## src/rtl/three_input_gate_sweeper_if.sv

```systemverilog
// Bus bundle between the gate sweeper and its environment (gate stage
// plus whoever requests sweeps and reads back the captured table).
// slave  : the sweeper itself
// master : the environment (start requester, gate feedback, table reader)
interface three_input_gate_sweeper_if;
    logic        i_start;
    logic        i_f;
    logic        o_a;
    logic        o_b;
    logic        o_c;
    logic [1:0]  o_code;
    logic        o_busy;
    logic        o_done;
    logic [31:0] o_table;
    logic        o_table_valid;
    logic [3:0]  o_mismatch;

    modport slave (
        input  i_start, i_f,
        output o_a, o_b, o_c, o_code, o_busy, o_done,
               o_table, o_table_valid, o_mismatch
    );

    modport master (
        output i_start, i_f,
        input  o_a, o_b, o_c, o_code, o_busy, o_done,
               o_table, o_table_valid, o_mismatch
    );
endinterface

```

## src/rtl/three_input_gate_sweeper.sv

```systemverilog
// Three-input gate sweeper: walks every enabled function code and every
// a/b/c combination, holds each vector SETTLE_CYCLES+1 cycles, samples the
// gate output on the last held cycle and assembles a 32-bit truth table
// (bit index = code*8 + {a,b,c}).
// Optional golden compare: define THREE_INPUT_GATE_SWEEPER_CHECK_EN to build
// the per-code mismatch flags; otherwise o_mismatch is tied to zero.
module three_input_gate_sweeper #(
    parameter int unsigned SETTLE_CYCLES = 1,
    parameter logic [3:0]  CODE_MASK     = 4'b1111
) (
    input  logic                          i_clk,
    input  logic                          i_rst,
    three_input_gate_sweeper_if.slave     bus
);

    typedef enum logic [1:0] {
        ST_IDLE = 2'd0,
        ST_RUN  = 2'd1,
        ST_DONE = 2'd2
    } state_t;

    localparam logic [31:0] GOLDEN = 32'h69017F96;
    localparam logic [3:0]  SETTLE = SETTLE_CYCLES[3:0];

    // Returns {found, code}: lowest enabled code that is >= from.
    function automatic logic [2:0] next_enabled(input logic [2:0] from);
        logic [2:0] r;
        r = 3'b000;
        for (int k = 3; k >= 0; k--) begin
            if ((k >= int'(from)) && CODE_MASK[k]) begin
                r = {1'b1, k[1:0]};
            end
        end
        return r;
    endfunction

    localparam logic [2:0] FIRST_SEL  = next_enabled(3'd0);
    localparam logic [1:0] FIRST_CODE = FIRST_SEL[1:0];
    localparam logic       MASK_EMPTY = (CODE_MASK == 4'b0000);

    state_t      state_q, state_d;
    logic [1:0]  code_q, code_d;
    logic [2:0]  abc_q, abc_d;
    logic [3:0]  cnt_q, cnt_d;
    logic [31:0] table_q, table_d;
    logic        valid_q, valid_d;
    logic [2:0]  nxt_sel;
    logic        start_accept;

    assign nxt_sel      = next_enabled({1'b0, code_q} + 3'd1);
    assign start_accept = (state_q == ST_IDLE) && bus.i_start;

    // State and datapath registers; reset aborts any sweep without a done pulse.
    always_ff @(posedge i_clk) begin
        if (i_rst) begin
            state_q <= ST_IDLE;
            code_q  <= 2'd0;
            abc_q   <= 3'd0;
            cnt_q   <= 4'd0;
            table_q <= 32'd0;
            valid_q <= 1'b0;
        end else begin
            state_q <= state_d;
            code_q  <= code_d;
            abc_q   <= abc_d;
            cnt_q   <= cnt_d;
            table_q <= table_d;
            valid_q <= valid_d;
        end
    end

    // Next-state logic: settle counting, sampling, vector and code advance.
    always_comb begin
        state_d = state_q;
        code_d  = code_q;
        abc_d   = abc_q;
        cnt_d   = cnt_q;
        table_d = table_q;
        valid_d = valid_q;
        case (state_q)
            ST_IDLE: begin
                if (start_accept) begin
                    table_d = 32'd0;
                    valid_d = 1'b0;
                    cnt_d   = 4'd0;
                    abc_d   = 3'd0;
                    code_d  = FIRST_CODE;
                    state_d = MASK_EMPTY ? ST_DONE : ST_RUN;
                end
            end
            ST_RUN: begin
                if (cnt_q != SETTLE) begin
                    cnt_d = cnt_q + 4'd1;
                end else begin
                    // Last held cycle of this vector: capture the gate output.
                    table_d[{code_q, abc_q}] = bus.i_f;
                    cnt_d = 4'd0;
                    if (abc_q != 3'b111) begin
                        abc_d = abc_q + 3'd1;
                    end else if (nxt_sel[2]) begin
                        code_d = nxt_sel[1:0];
                        abc_d  = 3'd0;
                    end else begin
                        // Final vector stays on the outputs.
                        state_d = ST_DONE;
                    end
                end
            end
            ST_DONE: begin
                // Valid rises as the sweeper returns to IDLE, so a held start
                // sees it for exactly the one IDLE cycle between sweeps.
                valid_d = 1'b1;
                state_d = ST_IDLE;
            end
            default: begin
                state_d = ST_IDLE;
            end
        endcase
    end

    assign bus.o_a           = abc_q[2];
    assign bus.o_b           = abc_q[1];
    assign bus.o_c           = abc_q[0];
    assign bus.o_code        = code_q;
    assign bus.o_busy        = (state_q == ST_RUN);
    assign bus.o_done        = (state_q == ST_DONE);
    assign bus.o_table       = table_q;
    assign bus.o_table_valid = valid_q;

`ifdef THREE_INPUT_GATE_SWEEPER_CHECK_EN
    logic [3:0] mism_calc;
    logic [3:0] mismatch_q;
    genvar gi;

    for (gi = 0; gi < 4; gi++) begin : g_cmp
        assign mism_calc[gi] = CODE_MASK[gi] && (table_q[8*gi +: 8] != GOLDEN[8*gi +: 8]);
    end

    // Golden-compare flags: cleared on accepted start, captured in the DONE cycle.
    always_ff @(posedge i_clk) begin
        if (i_rst) begin
            mismatch_q <= 4'b0000;
        end else if (start_accept) begin
            mismatch_q <= 4'b0000;
        end else if (state_q == ST_DONE) begin
            mismatch_q <= mism_calc;
        end
    end

    assign bus.o_mismatch = mismatch_q;
`else
    assign bus.o_mismatch = 4'b0000;
`endif

endmodule

```

## src/flat_wrapper.sv

```systemverilog
// flat-port wrapper written by rule: the top's interface ports become plain ports
module three_input_gate_sweeper_flat 
#(
    parameter int unsigned SETTLE_CYCLES = 1,
    parameter logic [3:0]  CODE_MASK     = 4'b1111
)
  (i_clk, i_rst, bus_i_start, bus_i_f, bus_o_a, bus_o_b, bus_o_c, bus_o_code, bus_o_busy, bus_o_done, bus_o_table, bus_o_table_valid, bus_o_mismatch);
  three_input_gate_sweeper_if bus_i ();
  input  logic i_clk;
  input  logic i_rst;
  input wire logic [$bits(bus_i.i_start)-1:0] bus_i_start;
  input wire logic [$bits(bus_i.i_f)-1:0] bus_i_f;
  output wire logic [$bits(bus_i.o_a)-1:0] bus_o_a;
  output wire logic [$bits(bus_i.o_b)-1:0] bus_o_b;
  output wire logic [$bits(bus_i.o_c)-1:0] bus_o_c;
  output wire logic [$bits(bus_i.o_code)-1:0] bus_o_code;
  output wire logic [$bits(bus_i.o_busy)-1:0] bus_o_busy;
  output wire logic [$bits(bus_i.o_done)-1:0] bus_o_done;
  output wire logic [$bits(bus_i.o_table)-1:0] bus_o_table;
  output wire logic [$bits(bus_i.o_table_valid)-1:0] bus_o_table_valid;
  output wire logic [$bits(bus_i.o_mismatch)-1:0] bus_o_mismatch;
  assign bus_i.i_start = bus_i_start;
  assign bus_i.i_f = bus_i_f;
  assign bus_o_a = bus_i.o_a;
  assign bus_o_b = bus_i.o_b;
  assign bus_o_c = bus_i.o_c;
  assign bus_o_code = bus_i.o_code;
  assign bus_o_busy = bus_i.o_busy;
  assign bus_o_done = bus_i.o_done;
  assign bus_o_table = bus_i.o_table;
  assign bus_o_table_valid = bus_i.o_table_valid;
  assign bus_o_mismatch = bus_i.o_mismatch;
  three_input_gate_sweeper #(.SETTLE_CYCLES(SETTLE_CYCLES), .CODE_MASK(CODE_MASK)) u_core (.i_clk(i_clk), .i_rst(i_rst), .bus(bus_i));
endmodule
```

## config.mk

```make
export PLATFORM = sky130hd
export DESIGN_NAME = three_input_gate_sweeper_flat
export DESIGN_NICKNAME = d
export VERILOG_FILES = /design/src/rtl/three_input_gate_sweeper_if.sv /design/src/rtl/three_input_gate_sweeper.sv /design/src/flat_wrapper.sv
export SDC_FILE = /design/constraint.sdc
export NUM_CORES = 1
export LEC_CHECK = 0
export CORE_MARGIN = 2
export CORE_UTILIZATION = 53
export DETAILED_ROUTE_END_ITERATION = 12
export HOLD_SLACK_MARGIN = 0.08
export PLACE_DENSITY = 0.83
export SLEW_MARGIN = 20
export SYNTH_ARGS = -nofsm -noshare
export SYNTH_HDL_FRONTEND = slang
export SYNTH_SLANG_ARGS = --single-unit
```

## constraint.sdc

```tcl
create_clock -name i_clk -period 1.8 [get_ports i_clk]
set_input_delay 0.36 -clock i_clk [delete_from_list [all_inputs] [get_ports i_clk]]
set_output_delay 0.36 -clock i_clk [all_outputs]
set_load 0.005 [all_outputs]
```

# Word level (Yosys, flattened, before mapping)
# Index checks and enable logic that the tools add are counted.
# classes
n_addsub	3
n_lt_le_gt_ge	6
n_eq_ne	10
n_mux	30
n_reduce_logical	11
# op_table
op	count
32-bit 2-to-1 mux	2
32-bit one-hot mux with 2 select lines	1
32-bit bitwise mux	1
3-bit 2-to-1 mux	8
2-bit 2-to-1 mux	8
4-bit 2-to-1 mux	2
2-bit one-hot mux with 2 select lines	2
4-bit one-hot mux with 2 select lines	1
4-bit AND reduction	2
1-bit by 3-bit >= comparator with 1-bit output (first input constant)	2
2-bit by 3-bit >= comparator with 1-bit output (first input constant)	2
5-bit by 6-bit < comparator with 1-bit output (second input constant)	1
2-bit inequality test (second input constant)	3
3-bit one-hot mux with 2 select lines	1
1-bit demux with 5-bit select	1
5-bit by 1-bit >= comparator with 1-bit output (second input constant)	1
5-bit AND reduction	1
4-bit by 1-bit adder with 4-bit output (second input constant)	1
2-bit by 1-bit inequality test with 1-bit output (second input constant)	2
4-bit by 1-bit inequality test with 1-bit output (second input constant)	1
2-bit AND reduction	2
2-bit nonzero test	2
2-bit by 1-bit adder with 3-bit output (second input constant)	1
3-bit by 1-bit adder with 3-bit output (second input constant)	1
9 further kinds	11
# word_totals
regBits	44
inputBits	4
output_inout_bits	44
word_cells	66

# Depth between registers and ports, before layout
# depth
depth_word	10
depth_mapped	7
depth_no_buf	5

# Worst setup path before layout
# OpenSTA, ideal clock, no wires.
# synth_timing
kind	flip-flop to flip-flop
startpoint	register u_core.cnt_q[0]
endpoint	register u_core.table_q[12] (netlist: u_core.bus.o_table[12])
arrival_time_ns	1.354
required_time_ns	1.674
setup_slack_ns	0.320
stages_incl_launch_ff	6
period_less_slack_ns	1.480
cell_sequence	dfxtp_1 -> ha_1 -> or3b_4 -> o21ai_4 -> buf_6 -> o211ai_1
# synth_via
elab_chain_len	3
# synth_lines
item	line_no	source
start: declaration	three_input_gate_sweeper.sv:44	logic [3:0] cnt_q, cnt_d;
start signal: assignment	three_input_gate_sweeper.sv:66	cnt_q <= cnt_d;
4-bit by 1-bit inequality test with 1-bit output	three_input_gate_sweeper.sv:92	if (cnt_q != SETTLE) begin
2-bit inequality test (no line)	n/a	
3-bit AND reduction (no line)	n/a	
end signal: assignment	three_input_gate_sweeper.sv:67	table_q <= table_d;
end: declaration	three_input_gate_sweeper.sv:45	logic [31:0] table_q, table_d;
# Every way passes these cells.
# A chain may end at the register's enable or synchronous reset.

# Final worst setup path
# layout_timing
startpoint	register u_core.state_q[1]
endpoint	output port bus_o_done
# layout_via
elab_chain_len	1
# layout_lines
item	line_no	source
start: declaration	three_input_gate_sweeper.sv:41	state_t state_q, state_d;
start signal: assignment	three_input_gate_sweeper.sv:63	state_q <= state_d;
2-bit equality test	three_input_gate_sweeper.sv:126	assign bus.o_done = (state_q == ST_DONE);
end: declaration	flat_wrapper.sv:18	output wire logic [$bits(bus_i.o_done)-1:0] bus_o_done;
# Every way passes these cells.

==> impl_metrics.yaml <==
run_status:
  status: "complete, no violations"
floorplanning:
  die_y_um: 74.3
  ioPinCount: 48
  rows: 25
  fp.dieW_um: 74.3
  start_util: 0.552
  dieArea_um2: 5530
  coreArea_um2: 4750
worst_setup_path:
  worst_path_max_delay_cell: "clkdlybuf4s50_1"
  crit_buf_inv: 1
  cp-start-kind: "register"
  max_stage_delay_ns: 0.50
  critical-path-top-delay-family: "buffers and inverters"
  critPathMaxFanout: 9
  crit_arrival_ns: 1.35
  endpoint_kind: "output port"
  path_class: "register to output port"
  worstPathRequired_ns: 1.44
  path_cells: "nor2b_2, clkdlybuf4s50_1"
sta:
  hold_viol_final: 0
  drv_slew: 0
  holdWs_ns: 0.501
  fmax_mhz: 586
  fin_skew_ns: 0.00843
  timing.final.crit_share: 0.948
  finalSetupViolCount: 0
  tns_ns: 0
  fin_crit_ns: 1.71
  rsz0062_at_grt: "no"
cts:
  cts_hold_buf: 0
  cts-root-buf: "clkbuf_8"
  tritoncts: "yes"
  clock_latency_ns: 0.30
  path_clk_slew_ns: 0.08
  cts-htree-levels: 2
  cts_buffers: 5
  cts.sink_count: 44
  cts_buffer_depth: 2
job:
  max_cap_viol_count: 0
grt:
  grt_max_degree: 29
  grt_use_total: 0.268
  grt_overflow_total: 0
  grt_pass1_wl_um: 11400
  grt_pass1_vias: 2374
  grt_antenna_before_repair: 0
synth:
  synthCells: 289
  netlist_area_um2: 2620
  ys_dominant_reg_cell: "dfxtp_1"
  ys_types: 39
  synth_edf_count: 0
  yosys_warnings: 0
  synth_seq_cells: 44
  yosysSeqAreaShare: 0.336
  syn_area_per_cell_um2: 9.07
  async_flop_share: 0
drt:
  wl_um: 6730
  firstDrtPassIters: 4
  drc: 0
  post_drt_wl_per_cell_um: 16.8
  ant_nets: 0
  drt_iter0_drc: 220
  vias: 2424
  vias_per_cell: 6.04
layout:
  final_nets: 348
  layout_common_cells: "clkdlybuf4s50_1 (42), dfxtp_1 (42), nand3_1 (39), nand2b_1 (33), o211ai_1 (32)"
  area_delta_synth_final_pct: 25.0
  diodes: 0
  seqCellArea_um2: 888
  drive_gt1_frac: 0.138
  multi_input_area_um2: 1530
  fillers: 395
place:
  port_buffers: 43
  gp_congestion: 0.832
  dp_hpwl_um: 4570
pwr:
  power.density_nw_per_um2: 557
  vdd_ir_drop_max_uv: 377
  leakage_nw: 1.15
  power.total_mw: 1.83
min_path:
  hold_path.class: "register to register"
[per-layer routing]
layer / part of all wire / wire length [um] / GRT usage
met3: 0.072 / 484 / 0.0461
met2: 0.48 / 3200 / 0.413
met1: 0.43 / 2920 / 0.369
met5: 0 / 0 / 0
met4: 0.018 / 123 / 0.125
[synthesized netlist by cell type (2+ instances only)]
| cell | count | area, um2 |
|---|---|---|
| dfxtp_1 | 44 | 881 |
| buf_1 | 3 | 11.3 |
| nand4b_1 | 2 | 17.5 |
| inv_1 | 7 | 26.3 |
| ha_1 | 11 | 138 |
| buf_4 | 4 | 30.0 |
| nand2b_1 | 33 | 206 |
| or3_1 | 2 | 12.5 |
| clkbuf_1 | 13 | 48.8 |
| o21ai_0 | 2 | 10.0 |
| nand3_1 | 39 | 195 |
| buf_2 | 5 | 25.0 |
| nand2_1 | 6 | 22.5 |
| buf_6 | 7 | 78.8 |
| a211o_1 | 17 | 149 |
| and4b_2 | 3 | 33.8 |
| and3_1 | 2 | 12.5 |
| mux2i_1 | 4 | 40.0 |
| o211ai_1 | 32 | 240 |
| nor3b_1 | 5 | 37.5 |
| and3b_1 | 4 | 35.0 |
| nor2b_1 | 7 | 43.8 |
| a21oi_1 | 4 | 20.0 |
| a311o_1 | 16 | 160 |
| nor4_1 | 2 | 12.5 |
| clkbuf_2 | 2 | 10.0 |
[cells by family (layout without fill, tap and decap cells)]
kind of cell / count (synthesis) / count (layout) / synth area share
compound gates: 75 / 75 / 0.236
fa+ha+maj: 11 / 11 / 0.0525
buf+inv: 42 / 84 / 0.0892
flops: 44 / 44 / 0.336
mux: 4 / 4 / 0.0153
other cells: 1 / 4 / 0.00143
simple gates: 112 / 112 / 0.270
[stage by stage]
step	cells	util	setup WS [ns]	instance area, um2
2_1_floorplan	292	-	0.320	2630
3_3_place_gp	393	0.667	0.00394	3170
3_5_place_dp	393	0.667	-0.0341	3170
4_1_cts	401	0.687	0.00987	3260
5_1_grt	401	0.690	0.0371	3280
6_report	401	0.690	0.0943	3280
[final timing paths]
path / startpoint / endpoint / slack (ns) / depth (start not counted)
max: u_core.state_q[1]$_SDFFE_PP0P_ / bus_o_done / 0.09 / 2
min: u_core.bus.o_table_valid$_SDFFE_PP0P_ / u_core.bus.o_table_valid$_SDFFE_PP0P_ / 0.50 / 2
max reg2reg: u_core.cnt_q[1]$_SDFFE_PP0P_ / u_core.bus.o_code[0]$_SDFFE_PP0P_ / 0.15 / 6
min reg2reg: u_core.bus.o_table_valid$_SDFFE_PP0P_ / u_core.bus.o_table_valid$_SDFFE_PP0P_ / 0.50 / 2
[state kept, by name (all words and copies together), names as in the netlist]
signal and cells:
u_core.abc_q 3, u_core.bus.o_table 32, u_core.bus.o_table_valid 1, u_core.cnt_q 4, u_core.bus.o_code 2, u_core.state_q 2
[repair_timing]
action / 4_1_cts / 5_1_grt
resized for setup: 2 / 6
setup endpoints to repair: 2 / 4
buffers inserted: 0 / 0
[area by class of cell]
class                   instances  share of cell area
flip-flops and latches         44               0.271
repair buffers                 68               0.201
clock buffers                   6              0.0252
clock inverters                 2             0.00305
multi-input cells             206               0.465
well taps                      67              0.0256
inverters                       8             0.00916
[worst reg2reg max path, cell delays in order (launching register included)]
cell and delay [ns]:
dfxtp_1 0.35, inv_1 0.07, ha_1 0.19, nor3b_4 0.36
buf_4 0.24, nand4b_1 0.18, mux2i_1 0.16
[power by group]
group | internal [mW] | switching [mW] | total [mW]
Sequential | 0.976 | 0.00790 | 0.984
Combinational | 0.0852 | 0.116 | 0.201
Clock | 0.307 | 0.336 | 0.642
No activity file was read; power rests on OpenSTA's default activity.
